<file path="config.mk">
export PLATFORM = sky130hd
export DESIGN_NAME = serial_pattern_detector
export DESIGN_NICKNAME = d
export VERILOG_FILES = /design/src/rtl/serial_pattern_detector.sv
export SDC_FILE = /design/constraint.sdc
export NUM_CORES = 1
export LEC_CHECK = 0
export BUFFER_PORTS_ARGS = -buffer_cell sky130_fd_sc_hd__buf_2
export CELL_PAD_IN_SITES_DETAIL_PLACEMENT = 0
export CELL_PAD_IN_SITES_GLOBAL_PLACEMENT = 1
export CORE_MARGIN = 2
export CORE_UTILIZATION = 48
export CTS_BUF_LIST = sky130_fd_sc_hd__clkbuf_4 sky130_fd_sc_hd__clkbuf_8
export CTS_CLUSTER_DIAMETER = 50
export DETAILED_ROUTE_END_ITERATION = 8
export GPL_TIMING_DRIVEN = 0
export PLACE_DENSITY_LB_ADDON = 0.25
export SYNTH_ARGS = -nofsm -noshare
export SYNTH_HDL_FRONTEND = slang
export SYNTH_SLANG_ARGS = --single-unit
</file>
<file path="constraint.sdc">
create_clock -name Clk -period 3.65 [get_ports Clk]
set_input_delay 0.1825 -clock Clk [delete_from_list [all_inputs] [get_ports Clk]]
set_output_delay 0.1825 -clock Clk [all_outputs]
set_load 0.05 [all_outputs]
</file>
<file path="src/rtl/serial_pattern_detector.sv">
// serial_pattern_detector: detects a fixed PAT_W-bit pattern (MSB first) in an En-qualified serial stream
module serial_pattern_detector #(
  parameter int               PAT_W   = 4,
  parameter logic [PAT_W-1:0] PATTERN = 4'b1011,
  parameter int               CNT_W   = 8,
  parameter bit               OVERLAP = 1'b1
) (
  input  logic             Clk,
  input  logic             Clr,
  input  logic             D,
  input  logic             En,
  output logic             Det,
  output logic [CNT_W-1:0] Cnt,
  output logic             Sat
);
  localparam int FW = $clog2(PAT_W + 1);
  localparam logic [FW-1:0] FULL = FW'(PAT_W);
  typedef enum logic {FILL, ARMED} state_e;
  state_e           state_q, state_d;
  logic [PAT_W-1:0] sh_q, sh_d, win;
  logic [FW-1:0]    fill_q, fill_d, fill_inc;
  logic [CNT_W-1:0] cnt_q, cnt_d;
  logic             det_q, sat_q, sat_d, match, restart;
  // next-state: shift/fill only on En edges; a match in non-overlap mode restarts the window
  always_comb begin
    win      = {sh_q[PAT_W-2:0], D};
    fill_inc = (fill_q == FULL) ? FULL : fill_q + FW'(1);
    match    = En && (state_q == ARMED || fill_inc == FULL) && (win == PATTERN);
    restart  = match && !OVERLAP;
    sh_d     = !En ? sh_q : restart ? '0 : win;
    fill_d   = !En ? fill_q : restart ? '0 : fill_inc;
    state_d  = (fill_d == FULL) ? ARMED : FILL;
    cnt_d    = (match && !sat_q) ? cnt_q + CNT_W'(1) : cnt_q;
    sat_d    = &cnt_d;
  end
  // FSM and registered outputs, cleared asynchronously by Clr
  always_ff @(posedge Clk or posedge Clr) begin
    if (Clr) begin
      state_q <= FILL;
      sh_q    <= '0;
      fill_q  <= '0;
      cnt_q   <= '0;
      det_q   <= 1'b0;
      sat_q   <= 1'b0;
    end else begin
      state_q <= state_d;
      sh_q    <= sh_d;
      fill_q  <= fill_d;
      cnt_q   <= cnt_d;
      det_q   <= match;
      sat_q   <= sat_d;
    end
  end
  assign Det = det_q;
  assign Cnt = cnt_q;
  assign Sat = sat_q;
endmodule
</file>
==> flow_metrics.tcl, run 1 <==
set metrics [dict create \
    status "finished, final reports clean" \
    via_count 601 \
    synth_nets 81 \
    fin_crit_sh_pct 65.7 \
    cts.sinks 17 \
    required_ns 3.88 \
    num-fill-cells 157 \
    fin_cells 108 \
    reg2reg_from "fill_q[0]" \
    dp.cells 103 \
    drtAntennaViolNets 0 \
    ir_drop_uv 274 \
    layout_common_cells "dfrtp_1 (17), buf_2 (12), nand2_1 (6)" \
    slowest_stage "or4_1" \
    cts_buffers 3 \
    vias_per_cell 5.56 \
    fin_crit_ns 2.40 \
    yosysSeqAreaShare_pct 50.7 \
    area_delta_synth_final_pct 14.5 \
    crit_path_start_kind "flip-flop" \
    fp-row-count 15 \
    dr.first_iter.drc_count 5 \
    pwr-share-seq_pct 44.1 \
    drive_above_1_share_pct 25.3 \
    synthMuxAreaShare_pct 4.03 \
    yosysUniqueCellTypes 30 \
    ys_ff_latch 17 \
    first_pass_iters 4 \
    io_buffers 12 \
    critPathMaxStageDelay_ns 0.55 \
    end_kind "flip-flop" \
    final_common_cell "dfrtp_1" \
    ctsResizeCount 0 \
    final-hold-violation-count 0 \
    synthCells 74 \
    cts_tree "yes" \
    critPathArrivalTime_ns 2.63 \
    p_sw_share_pct 39.2 \
    place_congestion 0.759 \
    hold_buffers 1 \
    synth_simple_gate_area_share_pct 23.6 \
    grt_pass1_wl_microns 2280 \
    path_buf_inv 1 \
    post-route-drc-count 0 \
    wl_per_cell_microns 13.3 \
    antenna_cells 0 \
    r2r_setup_slack_ns 1.25 \
    finalSetupViolCount 0 \
    hold_path_end "sh_q[0]" \
    wl_microns 1430 \
    crit_chain "inv_1, ha_1, nor4bb_1, nor4b_2, or4_1, a22o_1, and4b_1" \
    grt_pass1_vias 513 \
    synth.cell_area_sq_um 838 \
    synth_xor_area_share_pct 5.22 \
    clock.fmax_ghz 0.417 \
    cts_htree_levels 1 \
    layout.nets 99 \
    power_density_mw_per_mm2 604 \
    clockBufferDepth 2 \
    p_comb_share_pct 37.2 \
    hp-class "input pin to flip-flop" \
    hpwl_microns 1040 \
    worst_r2r_path_depth 7 \
    cts_setup_buffers 0 \
    clockRootBuffer "clkbuf_4" \
    max_slew_margin_pct 46.2 \
    dieArea_sq_mm 0.00210 \
    die_x_microns 45.8 \
    grt_overflow 0 \
    crit_path_max_fanout 10 \
    cpLargestDelayFamily "simple AND/OR/NAND/NOR gates" \
    hold_start "D" \
    setup_tns_ns 0 \
    worstReg2RegEnd "Sat" \
    synth_top_family_by_area "simple AND/OR/NAND/NOR gates" \
    leakagePower_nw 0.479 \
    internal-power_w 0.000352 \
    synthAdderAreaFrac_pct 4.48 \
    ios 14 \
    critical_path_class "flip-flop to flip-flop" \
    syn_avg_cell_area_sq_um 11.3 \
    grt_usage_pct 15.4 \
    min_path_cells 3 \
    ys_warn_count 0 \
    fin_skew_ns 0.00562 \
    initial_core_util_pct 49.6 \
    maxSlewViolCount 0 \
    worst_pin_slew_ns 0.805 \
    die_h_microns 45.8 \
    rsz0062_at_grt "false" \
    p_switching_w 0.000227 \
    antenna_found_initial 0 \
    insertion_delay_ns 0.28 \
    synth_compound_gate_area_share_pct 7.46 \
    coreArea_sq_mm 0.00169 \
    power_frac_clock_pct 18.7 \
    maxCapViolations 0 \
    clk_pin_slew_ns 0.10 \
    grt_max_degree 18 \
]
==> how the worst max path moves through the flow <==
stage                     cells after the start  slack (ns)      start   to
after floorplan                               7        1.42  fill_q[0]  Sat
after global placement                        7        1.31  fill_q[0]  Sat
after detailed placement                      7        1.26  fill_q[0]  Sat
after CTS                                     7        1.24  fill_q[0]  Sat
after global routing                          7        1.10  fill_q[0]  Sat
final                                         7        1.25  fill_q[0]  Sat
==> registers in the layout, summed over array words and instances, names as in the netlist <==
signal	cells
Cnt	8
fill_q	3
sh_q	3
Det	1
Sat	1
state_q	1
==> cells in the mapped netlist (all sizes together) <==
master,instances,area [sq um]
nor2b,1,6.26
xor2,4,35.0
o31ai,3,22.5
nor3b,1,7.51
nand3,4,20.0
nand2,7,28.8
nor4b,2,23.8
or4,3,22.5
and4b,2,20.0
nor4,1,6.26
nor4bb,2,20.0
or3,1,6.26
nor3,1,5.00
a22o,1,8.76
ha,3,37.5
a21oi,2,10.0
mux2,3,33.8
nand4,1,6.26
nand2b,1,6.26
a31oi,1,6.26
and2,1,6.26
xnor2,1,8.76
nor2,1,3.75
dfrtp,17,425
o21ai,3,15.0
buf,2,22.5
inv,4,15.0
and4,1,8.76
==> power by group through the flow <==
stage	Clock, W	Combinational [W]	Sequential [W]
floorplan	0	0.000131	0.000296
global placement	0	0.000212	0.000257
detailed placement	0	0.000216	0.000260
CTS	0.000110	0.000218	0.000256
global route	0.000119	0.000241	0.000260
finish	0.000108	0.000216	0.000256
==> tightest hold or removal path, cell delays in order <==
cell,delay [ns]
buf_2,0.08
nand2_2,0.05
o21ai_0,0.06
==> stage by stage <==
step / hold slack, ns / total power (W) / instance area (sq um) / setup slack (ns) / util [%]
6_report: 0.127 / 0.000580 / 960 / 1.25 / 56.8
5_1_grt: 0.134 / 0.000620 / 960 / 1.10 / 56.8
4_1_cts: 0.126 / 0.000583 / 960 / 1.24 / 56.8
3_5_place_dp: 0.293 / 0.000476 / 920 / 1.26 / 54.4
3_3_place_gp: 0.294 / 0.000469 / 920 / 1.31 / 54.4
2_1_floorplan: 0.109 / 0.000426 / 838 / 1.42 / -
==> layer usage <==
layer	global-route usage, %	part of all wire, %	up-vias
met3	2.38	4.3	2
met5	0	0	-
met2	20.8	44	12
met1	23.4	51	281
li1	-	-	306
met4	8.57	0.84	0
==> cell families (layout without fill, tap and decap cells) <==
logic type      Yosys count  count (layout)
simple gates             30              30
fa+ha+maj                 3               3
buf+inv                   6              23
xor+xnor                  5               5
mux                       3               3
compound gates           10              10
flops                    17              17
==> layout make-up <==
| class | instances | area, sq um | share of cell area (%) |
|---|---|---|---|
| Multi-Input combinational cell | 51 | 375 | 39.1 |
| Timing Repair Buffer | 13 | 70.1 | 7.30 |
| Sequential cell | 17 | 425 | 44.3 |
| Buffer | 2 | 22.5 | 2.35 |
| Inverter | 4 | 15.0 | 1.56 |
| Clock buffer | 4 | 30.0 | 3.13 |
| Tap cell | 17 | 21.3 | 2.22 |
(Power assumes the default switching activity.)
==> inputs of run 2 (changes only) <==
CORE_UTILIZATION = 40   (was 48)
clock period = 2 ns   (was 3.65 ns; I/O delays follow)
==> run 2 against run 1 <==
The run now ends with negative setup slack left. Clock-buffer cell count is the same. Sequential share of layout area decreased by 5.4 points. Flip-flop and latch count did not move. Maximum frequency up 12%. Routed wire length is 17% higher. Hold slack lost 0.086 ns. Die area grew 18%.
==> flow_metrics.tcl, run 2 (synthesis results as in run 1) <==
set metrics [dict create \
    clock.fmax_ghz 0.469 \
    fp-row-count 16 \
    grt_max_degree 18 \
    status "complete, but fails checks" \
    area_delta_synth_final_pct 30.3 \
    num-fill-cells 195 \
    layout.nets 104 \
    power_density_mw_per_mm2 1190 \
    largest_reg_flops 8 \
    place_congestion 0.798 \
    fin_skew_ns 0.00483 \
    first_pass_iters 4 \
    crit_path_start_kind "flip-flop" \
    cts_buffers 3 \
    cts_tree "yes" \
    leakagePower_nw 0.524 \
    max_slew_margin_pct 59.4 \
    drtAntennaViolNets 0 \
    critPathArrivalTime_ns 2.36 \
    clk_pin_slew_ns 0.10 \
    wl_per_cell_microns 13.6 \
    hp-class "input pin to flip-flop" \
    critical_path_class "flip-flop to flip-flop" \
    die_h_microns 49.8 \
    cts.sinks 17 \
    maxSlewViolCount 0 \
    grt_pass1_wl_microns 2820 \
    ios 14 \
    end_kind "flip-flop" \
    crit_path_max_fanout 8 \
    dr.first_iter.drc_count 8 \
    ir_drop_uv 540 \
    rsz0062_at_grt "true" \
    clockBufferDepth 2 \
    vias_per_cell 5.15 \
    required_ns 2.22 \
    die_x_microns 49.8 \
    layout_common_cells "dfrtp_1 (17), buf_2 (12), nand2_1 (6)" \
    wl_microns 1680 \
    violations "negative setup slack" \
    final_common_cell "dfrtp_1" \
    grt_overflow 0 \
    fin_crit_ns 2.13 \
    drive_above_1_share_pct 39.6 \
    coreArea_sq_mm 0.00196 \
    grt_usage_pct 14.8 \
    insertion_delay_ns 0.28 \
    finalSetupViolCount 3 \
    clockRootBuffer "clkbuf_4" \
    via_count 633 \
    antenna_found_initial 0 \
    maxCapViolations 0 \
    post-route-drc-count 0 \
    fin_crit_sh_pct 107 \
    grt_pass1_vias 642 \
    io_buffers 12 \
    initial_core_util_pct 42.7 \
    final-hold-violation-count 0 \
    antenna_cells 0 \
    dp.cells 113 \
    hpwl_microns 1170 \
    worst_pin_slew_ns 0.608 \
    dieArea_sq_mm 0.00248 \
    setup_ws_ns -0.133 \
    cts_htree_levels 1 \
    fin_cells 123 \
    power_w 0.00130 \
]
## run 2: cell types whose count changed in the layout (fill, tap and decap cells not counted)
cell / change
nor4b_4: +1
ha_2: +1
ha_1: -2
buf_4: +5
nor4bb_1: -2
nor4_4: +1
or4_4: +2
nor4b_1: -1
ha_4: +1
inv_1: -2
inv_2: +2
or4_1: -2
nor4bb_4: +2
nor4_1: -1
## run 2: report_power, final
part	internal (W)	switching, W	leakage, nW
registers	0.000411	0.0000681	0.219
logic	0.000292	0.000335	0.286
clock network	0.0000909	0.000102	0.0184
total	0.000794	0.000505	0.524
## run 2: what timing repair did
| action | CTS | global route |
|---|---|---|
| buffers inserted | 4 | 1 |
| pin swaps | 4 | 4 |
| hold buffers | 1 | 0 |
| gates resized for setup | 3 | 4 |
| setup endpoints to repair | 3 | 4 |
| endpoints found under the hold margin | 17 | 0 |
## run 2: layout make-up
class	instances	area (sq um)	share of cell area, %
timing repair buffer	18	108	9.85
sequential	17	425	38.9
inverter	4	15.0	1.37
multi-input combinational	51	458	41.9
clock buffer	4	30.0	2.75
buffer	2	22.5	2.06
tap	27	33.8	3.09
## run 2: routing by layer
metal	global-route usage, %	up-vias	routed length (microns)
met4	4.17	0	0
met2	24.2	8	822
met3	2.73	0	44
met1	20.2	308	809
li1	-	317	-
met5	0	-	0
## run 2: worst max-delay path, cell delays in order, from the launching register on
cell	delay (ns)
dfrtp_1	0.42
inv_2	0.09
ha_4	0.22
nor4bb_4	0.32
nor4b_4	0.12
or4_4	0.43
a22o_1	0.23
and4b_1	0.25
## run 2: final timing paths
| path | to | startpoint | depth (start not counted) | slack, ns |
|---|---|---|---|---|
| setup / recovery | Sat | fill_q[0] | 7 | -0.13 |
| hold / removal | sh_q[0] | D | 3 | 0.04 |
| setup reg to reg | Sat | fill_q[0] | 7 | -0.13 |
| hold reg to reg | sh_q[2] | sh_q[2] | 1 | 0.52 |
| max in group asynchronous | Cnt[0] | Clr | 3 | 1.18 |
| min in group asynchronous | state_q | Clr | 3 | 0.43 |
## run 2: through the flow
stage	util (%)	instance area (sq um)	setup TNS, ns	hold WS, ns	setup WS, ns
floorplan	-	890	-0.103	0.0261	-0.103
global placement	50.1	983	-0.374	0.206	-0.208
detailed placement	50.1	983	-0.386	0.207	-0.230
CTS	54.1	1060	-0.156	0.0403	-0.118
global route	55.7	1090	-0.573	0.0617	-0.221
finish	55.7	1090	-0.194	0.0412	-0.133
==> inputs of run 3 (changes only) <==
CORE_UTILIZATION = 44   (was 40)
clock period = 2.26 ns   (was 2 ns; I/O delays follow)
==> run 3 against run 2 <==
The flow now finishes without violations. Via count rose by 1.6%. Flip-flop and latch count did not move. Clock-buffer cell count did not move. Final cell count fell by 1.6%. Core utilization rose by 5.7 points. Routed wire length fell by 5.0%. Sequential share of layout area rose by 0.31 points. Clock power fell by 11%. Hold slack improved by 0.017 ns. Setup slack improved by 0.20 ns.
==> flow_metrics.tcl, run 3 (synthesis results as in run 1) <==
set metrics [dict create \
    crit_path_max_fanout 4 \
    coreArea_sq_mm 0.00176 \
    post-route-drc-count 0 \
    drtAntennaViolNets 0 \
    p_switching_w 0.000449 \
    cts_tree "yes" \
    grt_pass1_wl_microns 2520 \
    rsz0062_at_grt "false" \
    layout_common_cells "dfrtp_1 (17), buf_2 (12), nand2_1 (6)" \
    final-hold-violation-count 0 \
    grt_usage_pct 16.4 \
    place_congestion 0.792 \
    fp-row-count 15 \
    io_buffers 12 \
    critPathArrivalTime_ns 2.42 \
    clockBufferDepth 2 \
    required_ns 2.49 \
    finalSetupViolCount 0 \
    cts_htree_levels 1 \
    cpLargestDelayFamily "simple AND/OR/NAND/NOR gates" \
    crit_path_start_kind "flip-flop" \
    max_slew_margin_pct 57.8 \
    final_common_cell "dfrtp_1" \
    maxSlewViolCount 0 \
    grt_max_degree 18 \
    antenna_found_initial 0 \
    status "finished, final reports clean" \
    die_h_microns 47.7 \
    slowest_stage "or4_4" \
    via_count 643 \
    p_sw_share_pct 38.5 \
    fin_crit_ns 2.20 \
    power_w 0.00117 \
    pwr-share-seq_pct 36.2 \
    critical_path_class "flip-flop to flip-flop" \
    path_buf_inv 1 \
    end_kind "flip-flop" \
    stdcell_area_sq_mm 0.00108 \
    dr.first_iter.drc_count 7 \
    die_x_microns 47.7 \
    clk_pin_slew_ns 0.10 \
    worst_pin_slew_ns 0.633 \
    layout.nets 104 \
    p_comb_share_pct 49.1 \
    fin_crit_sh_pct 97.2 \
    grt_overflow 0 \
    drive_above_1_share_pct 38.5 \
    clockRootBuffer "clkbuf_4" \
    critPathMaxStageDelay_ns 0.52 \
    dieArea_sq_mm 0.00227 \
    vias_per_cell 5.31 \
    crit_chain "inv_2, ha_4, nor4bb_4, nor4b_4, or4_4, a22o_1, and4b_1" \
    power_frac_clock_pct 14.7 \
    insertion_delay_ns 0.29 \
    wl_microns 1590 \
    area_delta_synth_final_pct 29.3 \
    postLayoutCoreUtil_pct 61.4 \
    cts_buffers 3 \
    hp-class "input pin to flip-flop" \
    grt_pass1_vias 543 \
    ios 14 \
    first_pass_iters 4 \
    fin_skew_ns 0.00390 \
    place_area_sq_um 930 \
    wl_per_cell_microns 13.2 \
    initial_core_util_pct 47.5 \
    leakagePower_nw 0.528 \
    clock.fmax_ghz 0.455 \
    antenna_cells 0 \
    maxCapViolations 0 \
    hpwl_microns 1050 \
    power_density_mw_per_mm2 1080 \
    internal-power_w 0.000718 \
    ir_drop_uv 488 \
    cts.sinks 17 \
    largest_reg_flops 8 \
]
## run 3: cell types whose count changed in the layout (fill, tap and decap cells not counted)
cell	before	now
nor3_2	0	1
ha_2	1	0
nor4_1	0	1
nor4_4	1	0
nor3_1	1	0
ha_4	1	2
nor4b_1	0	1
nor4b_2	1	0
## run 3: cell type report
cell class | instances | area (sq um)
sequential | 17 | 425
buffer | 2 | 22.5
inverter | 4 | 15.0
fill | 158 | 681
multi-input combinational | 51 | 452
tap | 25 | 31.3
clock buffer | 4 | 30.0
timing repair buffer | 18 | 108
## run 3: worst min-delay path, cell delays in order
cell     delay, ns
buf_2         0.08
nand2_2       0.05
o21ai_0       0.06
## run 3: per-stage QoR
| stage | instances | setup TNS, ns | hold WS (ns) | setup slack [ns] |
|---|---|---|---|---|
| 2_1_floorplan | 74 | 0 | 0.0391 | 0.0336 |
| 3_3_place_gp | 111 | -0.104 | 0.225 | -0.104 |
| 3_5_place_dp | 111 | -0.168 | 0.228 | -0.135 |
| 4_1_cts | 121 | 0 | 0.0490 | 0.0333 |
| 5_1_grt | 121 | 0 | 0.0553 | 0.000675 |
| 6_report | 121 | 0 | 0.0581 | 0.0637 |
## run 3: timing repair
| action | 4_1_cts | 5_1_grt |
|---|---|---|
| pin swaps | 3 | 8 |
| hold buffers | 1 | 0 |
| endpoints found under the hold margin | 17 | 0 |
| setup buffers | 5 | 0 |
| gates cloned | 0 | 0 |
| endpoints found under the setup margin | 2 | 3 |
| resized for setup | 11 | 3 |
## run 3: worst paths after layout
check                          end  slack [ns]  startpoint  depth (start not counted)
setup / recovery               Sat        0.06   fill_q[0]                          7
hold / removal             sh_q[0]        0.06           D                          3
setup reg to reg               Sat        0.06   fill_q[0]                          7
hold reg to reg            sh_q[2]        0.51     sh_q[2]                          1
max in group asynchronous  sh_q[2]        1.41         Clr                          3
min in group asynchronous   Cnt[6]        0.45         Clr                          3
## run 3: power by group through the flow
stage | combinational, W | clock, W | sequential [W]
finish | 0.000573 | 0.000172 | 0.000422
detailed placement | 0.000346 | 0 | 0.000419
CTS | 0.000554 | 0.000179 | 0.000417
global placement | 0.000341 | 0 | 0.000416
global route | 0.000615 | 0.000197 | 0.000429
floorplan | 0.000211 | 0 | 0.000477
## run 3: metal layers
layer | vias up | routed length (microns) | global-route usage (%)
li1 | 318 | - | -
met1 | 314 | 830 | 25.2
met2 | 9 | 699 | 21.6
met3 | 2 | 44 | 3.40
met4 | 0 | 18 | 8.11
met5 | - | 0 | 0
